File: config.mk
export PLATFORM = sky130hd
export DESIGN_NAME = dot_update_queue_flat
export DESIGN_NICKNAME = d
export VERILOG_FILES = /design/src/rtl/dot_update_queue_if.sv /design/src/rtl/dot_update_queue.sv /design/src/flat_wrapper.sv
export SDC_FILE = /design/constraint.sdc
export NUM_CORES = 1
export LEC_CHECK = 0
export ABC_AREA = 1
export BUFFER_PORTS_ARGS = -buffer_cell sky130_fd_sc_hd__buf_2
export CORE_MARGIN = 5
export CORE_UTILIZATION = 40
export CTS_CLUSTER_SIZE = 12
export DETAILED_ROUTE_END_ITERATION = 10
export SYNTH_ARGS = -nofsm -noshare
export SYNTH_HDL_FRONTEND = slang
export SYNTH_SLANG_ARGS = --single-unit
File: constraint.sdc
create_clock -name clock -period 3.8 [get_ports clock]
set_input_delay 0.19 -clock clock [delete_from_list [all_inputs] [get_ports clock]]
set_output_delay 0.19 -clock clock [all_outputs]
set_load 0.005 [all_outputs]
File: src/rtl/dot_update_queue_if.sv
// MMIO dot-write side and VGA dot-store update side of the dot update queue.
// slave is the queue's view; master is the processor/VGA-side view.
interface dot_update_queue_if #(
  parameter int ID_W  = 6,
  parameter int LOC_W = 10
);
  logic              dotWren;
  logic              is_Yloc;
  logic [31:0]       dotID;
  logic [31:0]       dotLoc;
  logic              upd_valid;
  logic              upd_ready;
  logic [ID_W-1:0]   upd_id;
  logic [LOC_W-1:0]  upd_x;
  logic [LOC_W-1:0]  upd_y;

  modport slave (
    input  dotWren, is_Yloc, dotID, dotLoc, upd_ready,
    output upd_valid, upd_id, upd_x, upd_y
  );

  modport master (
    output dotWren, is_Yloc, dotID, dotLoc, upd_ready,
    input  upd_valid, upd_id, upd_x, upd_y
  );
endinterface

File: src/rtl/dot_update_queue.sv
// Pairs MMIO X/Y dot-coordinate writes into {id,x,y} updates, queues them, and
// releases them to the VGA dot table only during vertical blanking.
module dot_update_queue #(
  parameter int ID_W  = 6,
  parameter int LOC_W = 10,
  parameter int DEPTH = 16,
  localparam int PTR_W = $clog2(DEPTH),
  localparam int CNT_W = PTR_W + 1
) (
  input  logic              clock,
  input  logic              reset,
  dot_update_queue_if.slave bus,
  input  logic              frame_blank,
  input  logic              clear_err,
  output logic [CNT_W-1:0]  count,
  output logic              ovf,
  output logic              perr
);
  localparam int E_W = ID_W + 2 * LOC_W;

  logic [E_W-1:0]   mem_q [DEPTH];
  logic [PTR_W-1:0] wr_ptr_q, wr_ptr_d;
  logic [PTR_W-1:0] rd_ptr_q, rd_ptr_d;
  logic [CNT_W-1:0] count_q, count_d;
  logic             x_pend_q, x_pend_d;
  logic             ovf_q, ovf_d;
  logic             perr_q, perr_d;
  logic [E_W-1:0]   last_q, last_d;
  logic [ID_W-1:0]  x_id_q;
  logic [LOC_W-1:0] x_hold_q;

  logic             id_ok, x_wr, pair, bad;
  logic             empty, full, pop, push, drop;
  logic [E_W-1:0]   head, shown;
  logic             unused_hi;

  // Upper address/data bits only matter for the id range check.
  assign unused_hi = ^bus.dotLoc[31:LOC_W];

  assign id_ok = (bus.dotID[31:ID_W] == '0);
  assign x_wr  = bus.dotWren & ~bus.is_Yloc & id_ok;
  assign pair  = bus.dotWren & bus.is_Yloc & id_ok & x_pend_q
               & (bus.dotID[ID_W-1:0] == x_id_q);
  assign bad   = bus.dotWren & (~id_ok | (bus.is_Yloc & ~pair));

  assign empty = (count_q == '0);
  assign full  = (count_q == CNT_W'(DEPTH));
  assign pop   = bus.upd_valid & bus.upd_ready;
  assign push  = pair & (~full | pop);
  assign drop  = pair & full & ~pop;

  // Outputs show the head, or the last popped entry once the queue runs dry.
  assign head          = mem_q[rd_ptr_q];
  assign shown         = empty ? last_q : head;
  assign bus.upd_valid = ~empty & frame_blank;
  assign bus.upd_id    = shown[E_W-1 -: ID_W];
  assign bus.upd_x     = shown[2*LOC_W-1 -: LOC_W];
  assign bus.upd_y     = shown[LOC_W-1:0];
  assign count         = count_q;
  assign ovf           = ovf_q;
  assign perr          = perr_q;

  always_comb begin
    x_pend_d = x_pend_q;
    wr_ptr_d = wr_ptr_q;
    rd_ptr_d = rd_ptr_q;
    count_d  = count_q;
    last_d   = last_q;
    if (x_wr) x_pend_d = 1'b1;
    if (pair) x_pend_d = 1'b0;
    if (push) wr_ptr_d = wr_ptr_q + 1'b1;
    if (pop) begin
      rd_ptr_d = rd_ptr_q + 1'b1;
      last_d   = head;
    end
    case ({push, pop})
      2'b10:   count_d = count_q + 1'b1;
      2'b01:   count_d = count_q - 1'b1;
      default: count_d = count_q;
    endcase
    // A new error in the clearing cycle still sets the flag.
    ovf_d  = (ovf_q & ~clear_err) | drop;
    perr_d = (perr_q & ~clear_err) | bad;
  end

  always_ff @(posedge clock) begin
    if (reset) begin
      wr_ptr_q <= '0;
      rd_ptr_q <= '0;
      count_q  <= '0;
      x_pend_q <= 1'b0;
      ovf_q    <= 1'b0;
      perr_q   <= 1'b0;
      last_q   <= '0;
    end else begin
      wr_ptr_q <= wr_ptr_d;
      rd_ptr_q <= rd_ptr_d;
      count_q  <= count_d;
      x_pend_q <= x_pend_d;
      ovf_q    <= ovf_d;
      perr_q   <= perr_d;
      last_q   <= last_d;
    end
  end

  // Payload storage carries no reset; validity is tracked by count and x_pend.
  always_ff @(posedge clock) begin
    if (x_wr) begin
      x_hold_q <= bus.dotLoc[LOC_W-1:0];
      x_id_q   <= bus.dotID[ID_W-1:0];
    end
    if (push) mem_q[wr_ptr_q] <= {x_id_q, x_hold_q, bus.dotLoc[LOC_W-1:0]};
  end
endmodule

File: src/flat_wrapper.sv
// flat-port wrapper written by rule: the top's interface ports become plain ports
module dot_update_queue_flat 
#(
  parameter int ID_W  = 6,
  parameter int LOC_W = 10,
  parameter int DEPTH = 16,
  localparam int PTR_W = $clog2(DEPTH),
  localparam int CNT_W = PTR_W + 1
)
  (clock, reset, frame_blank, clear_err, count, ovf, perr, bus_dotWren, bus_is_Yloc, bus_dotID, bus_dotLoc, bus_upd_ready, bus_upd_valid, bus_upd_id, bus_upd_x, bus_upd_y);
  dot_update_queue_if #(.ID_W(ID_W), .LOC_W(LOC_W)) bus_i ();
  input  logic clock;
  input  logic reset;
  input  logic frame_blank;
  input  logic clear_err;
  output logic [CNT_W-1:0] count;
  output logic ovf;
  output logic perr;
  input wire logic [$bits(bus_i.dotWren)-1:0] bus_dotWren;
  input wire logic [$bits(bus_i.is_Yloc)-1:0] bus_is_Yloc;
  input wire logic [$bits(bus_i.dotID)-1:0] bus_dotID;
  input wire logic [$bits(bus_i.dotLoc)-1:0] bus_dotLoc;
  input wire logic [$bits(bus_i.upd_ready)-1:0] bus_upd_ready;
  output wire logic [$bits(bus_i.upd_valid)-1:0] bus_upd_valid;
  output wire logic [$bits(bus_i.upd_id)-1:0] bus_upd_id;
  output wire logic [$bits(bus_i.upd_x)-1:0] bus_upd_x;
  output wire logic [$bits(bus_i.upd_y)-1:0] bus_upd_y;
  assign bus_i.dotWren = bus_dotWren;
  assign bus_i.is_Yloc = bus_is_Yloc;
  assign bus_i.dotID = bus_dotID;
  assign bus_i.dotLoc = bus_dotLoc;
  assign bus_i.upd_ready = bus_upd_ready;
  assign bus_upd_valid = bus_i.upd_valid;
  assign bus_upd_id = bus_i.upd_id;
  assign bus_upd_x = bus_i.upd_x;
  assign bus_upd_y = bus_i.upd_y;
  dot_update_queue #(.ID_W(ID_W), .LOC_W(LOC_W), .DEPTH(DEPTH)) u_core (.clock(clock), .reset(reset), .bus(bus_i), .frame_blank(frame_blank), .clear_err(clear_err), .count(count), .ovf(ovf), .perr(perr));
endmodule
==> impl_metrics.tcl <==
set metrics [dict create \
    outcome "finished clean" \
    ys_seq_area_share_pct 72.11 \
    synth_enable_flop_cells 432 \
    drv_cap 0 \
    antenna_found_initial 0 \
    critPathKind "reg -> reg" \
    final_max_slew_viol_count 0 \
    grt_pass1_vias 11790 \
    critical_path_cell_count 18 \
    diodes 0 \
    synth_async_sr_flop_share_pct 0 \
    p_sw_w 0.001922 \
    layout_commonest_cell "edfxtp_1" \
    stdcell_count 2345 \
    cts_resized 0 \
    cp_common_cell "nand2_1" \
    cpPeakStageDelay_ns 0.76 \
    p_leak_nw 7.496 \
    grt_setup_unrepaired "false" \
    p_int_w 0.008220 \
    cp-end-kind "register" \
    track_usage_pct 16.68 \
    final_cell_area_mm2 0.02213 \
    synth_cells 1620 \
    h-tree-depth 2 \
    crit_path_start_kind "register" \
    hold_viol_final 0 \
    crit_path_end "u_core.count[4]" \
    core-area_mm2 0.04765 \
    die_height_um 229.5 \
    crit_family "simple AND/OR/NAND/NOR gates" \
    powerDensity_mw_per_mm2 458.3 \
    ir_drop_mv 0.3492 \
    routed-via-count 12260 \
    grt-ovfl-total 0 \
    combinationalPowerShare_pct 0.8 \
    cts_root_buf "clkbuf_16" \
    r2r_slack_ns 0.66 \
    via_per_inst 5.226 \
    crit_fanout 18 \
    gp_congestion 0.7808 \
    fillers 4236 \
    relSlewSlack_pct 40.27 \
    r2r_end "u_core.count[4]" \
    initial_core_util_pct 40.44 \
    ant_nets 0 \
    yosysUniqueCellTypes 30 \
    clk_pin_slew_ns 0.06 \
    drc 0 \
    hpwl_mm 24.94 \
    nets 1777 \
    critPathRequiredTime_ns 4.25 \
    worst-path-buf-inv 2 \
    finalSetupTns_ns 0 \
    clockBufferDepth 3 \
    placed_area_mm2 0.02060 \
    numPortBuffers 82 \
    crit_chain "nand2_1 > inv_1 > nor2_1 > nor2_1 > nand2_1 > nor2_1 > nand2_2 > nand2_1 > inv_1 > fa_1 > nand2_1 > nand2_1 > a21oi_1 > nand2_1 > nand2_1 > nand3_1 > nand2_1 > nor2_1" \
    syn_to_final_growth_pct 14.86 \
    drive_gt1_share_pct 11.56 \
    worst_hold_slack_ns 0.02449 \
    yosysWarnings 0 \
    chipWidth_um 229.5 \
    numCtsBuffers 48 \
    cts_tree "done" \
    ys_ff_latch 478 \
    finalSetupViolCount 0 \
    synth_nets 1700 \
    insertion_delay_ns 0.56 \
    worstHoldPathType "in -> reg" \
    drt-total-wl_mm 44.98 \
    min_period_ns 3.135 \
    grt_pass1_wl_mm 69.23 \
    finalPower_w 0.01014 \
    worst_ep_arrival_time_ns 3.58 \
    r2r_cells 18 \
    worst_slew_pin_slew_ns 0.8959 \
    synth_area_mm2 0.01927 \
    drt-initial-drc-count 1184 \
    r2r-start "u_core.x_id_q[1]" \
    grt_max_degree 219 \
    cp_slowest_cell "edfxtp_1" \
    ios 105 \
    final_cell_mix "edfxtp_1, nor2_1, o21ai_0" \
    cts.sinks 478 \
    drt_first_pass_iters 5 \
    routedWlPerCell_um 19.18 \
    fmax_ghz 0.3190 \
    period_share_pct 82.51 \
    avgSynthCellArea_um2 11.89 \
    finalClockSkew_ns 0.01979 \
    placed_cells 2253 \
    swShare_pct 18.95 \
    synthFlopType "edfxtp_1" \
    crit_start "u_core.x_id_q[1]" \
    core.rowCount 80 \
    dieArea_mm2 0.05266 \
    p_seq_share_pct 56.0 \
    clockPowerShare_pct 43.2 \
]
==> cell type report <==
type                    instances  area [um2]  share of cell area (%)
repair buffers                126       963.4                   4.353
well taps                     615       769.5                   3.477
multi-input cells             951        4710                   21.28
flip-flops and latches        478       13900                   62.82
inverters                      92       350.3                   1.583
clock buffers                  73        1358                   6.134
clock inverters                10       78.83                  0.3562
==> power by group through the flow <==
stage / Combinational [W] / Sequential (W) / Clock (W)
global route: 0.0000940 / 0.00567 / 0.00472
global placement: 0.0000745 / 0.00579 / 0
finish: 0.0000838 / 0.00568 / 0.00438
CTS: 0.0000853 / 0.00567 / 0.00449
floorplan: 0.0000163 / 0.00579 / 0
detailed placement: 0.0000773 / 0.00579 / 0
==> sequential cells by signal, summed over array words and instances (netlist names), named ones only <==
register	count
u_core.x_pend_q	1
u_core.x_hold_q	10
u_core.count	5
u_core.ovf	1
u_core.rd_ptr_q	4
u_core.mem_q	416
u_core.x_id_q	6
u_core.wr_ptr_q	4
u_core.perr	1
u_core.last_q	26
==> Yosys cell counts, types with 2 or more instances <==
cell type | number | area [um2]
nor2_4 | 2 | 22.52
nor2_1 | 339 | 1272
xnor2_1 | 2 | 17.52
nand2_2 | 2 | 12.51
ha_1 | 8 | 100.1
inv_1 | 90 | 337.8
nand2_1 | 103 | 386.6
o211ai_1 | 104 | 780.8
clkbuf_1 | 52 | 195.2
o21ai_1 | 61 | 305.3
buf_2 | 34 | 170.2
buf_1 | 6 | 22.52
o21ai_0 | 240 | 1201
buf_4 | 6 | 45.04
edfxtp_1 | 432 | 12970
dfxtp_1 | 46 | 920.9
a21oi_1 | 50 | 250.2
nand4_1 | 2 | 12.51
nand3_1 | 30 | 150.1
==> layer usage <==
layer	vias to the layer above	GRT usage, %	wire (um)
met5	-	0	0
met4	0	5.112	1213
met3	63	2.477	2259
met2	310	26.81	21120
li1	5922	-	-
met1	5960	23.65	20390
==> cells by family (layout without fill, tap and decap cells) <==
family                   after synthesis  in the layout  synth area share, %
flip-flops                           478            478                72.11
XOR/XNOR                               3              3               0.1364
adder cells (fa/ha/maj)                9              9               0.6234
AND/OR/NAND/NOR                      482            482                9.780
AO/OA/AOI/OAI                        457            457                13.24
buffers and inverters                191            301                4.111
==> timing repair <==
| item | in CTS | in global routing |
|---|---|---|
| setup endpoints to repair | 0 | 0 |
| endpoints found under the hold margin | 14 | 0 |
| buffers inserted | 0 | 0 |
| hold buffers | 9 | 0 |
==> worst min-delay path by stage <==
stage / start / end / slack (ns) / cells after the start
after floorplan: bus_dotLoc[0] / u_core.mem_q[0][0] / 0.29 / 0
after global placement: bus_dotID[0] / u_core.x_id_q[0] / 0.40 / 1
after detailed placement: bus_dotID[4] / u_core.x_id_q[4] / 0.40 / 1
after CTS: bus_dotLoc[2] / u_core.x_hold_q[2] / 0.008 / 1
after global routing: bus_dotLoc[2] / u_core.mem_q[11][2] / 0.01 / 1
final: bus_dotLoc[4] / u_core.mem_q[12][4] / 0.02 / 1
==> stage by stage <==
step                      util [%]  setup slack [ns]
final                        46.45            0.6647
after global routing         46.45            0.3169
after CTS                    46.45            0.6780
after detailed placement     43.25            0.7063
after global placement       43.25            0.7321
after floorplan                  -            0.8290
Note: power is estimated with default switching activity, not from simulation.
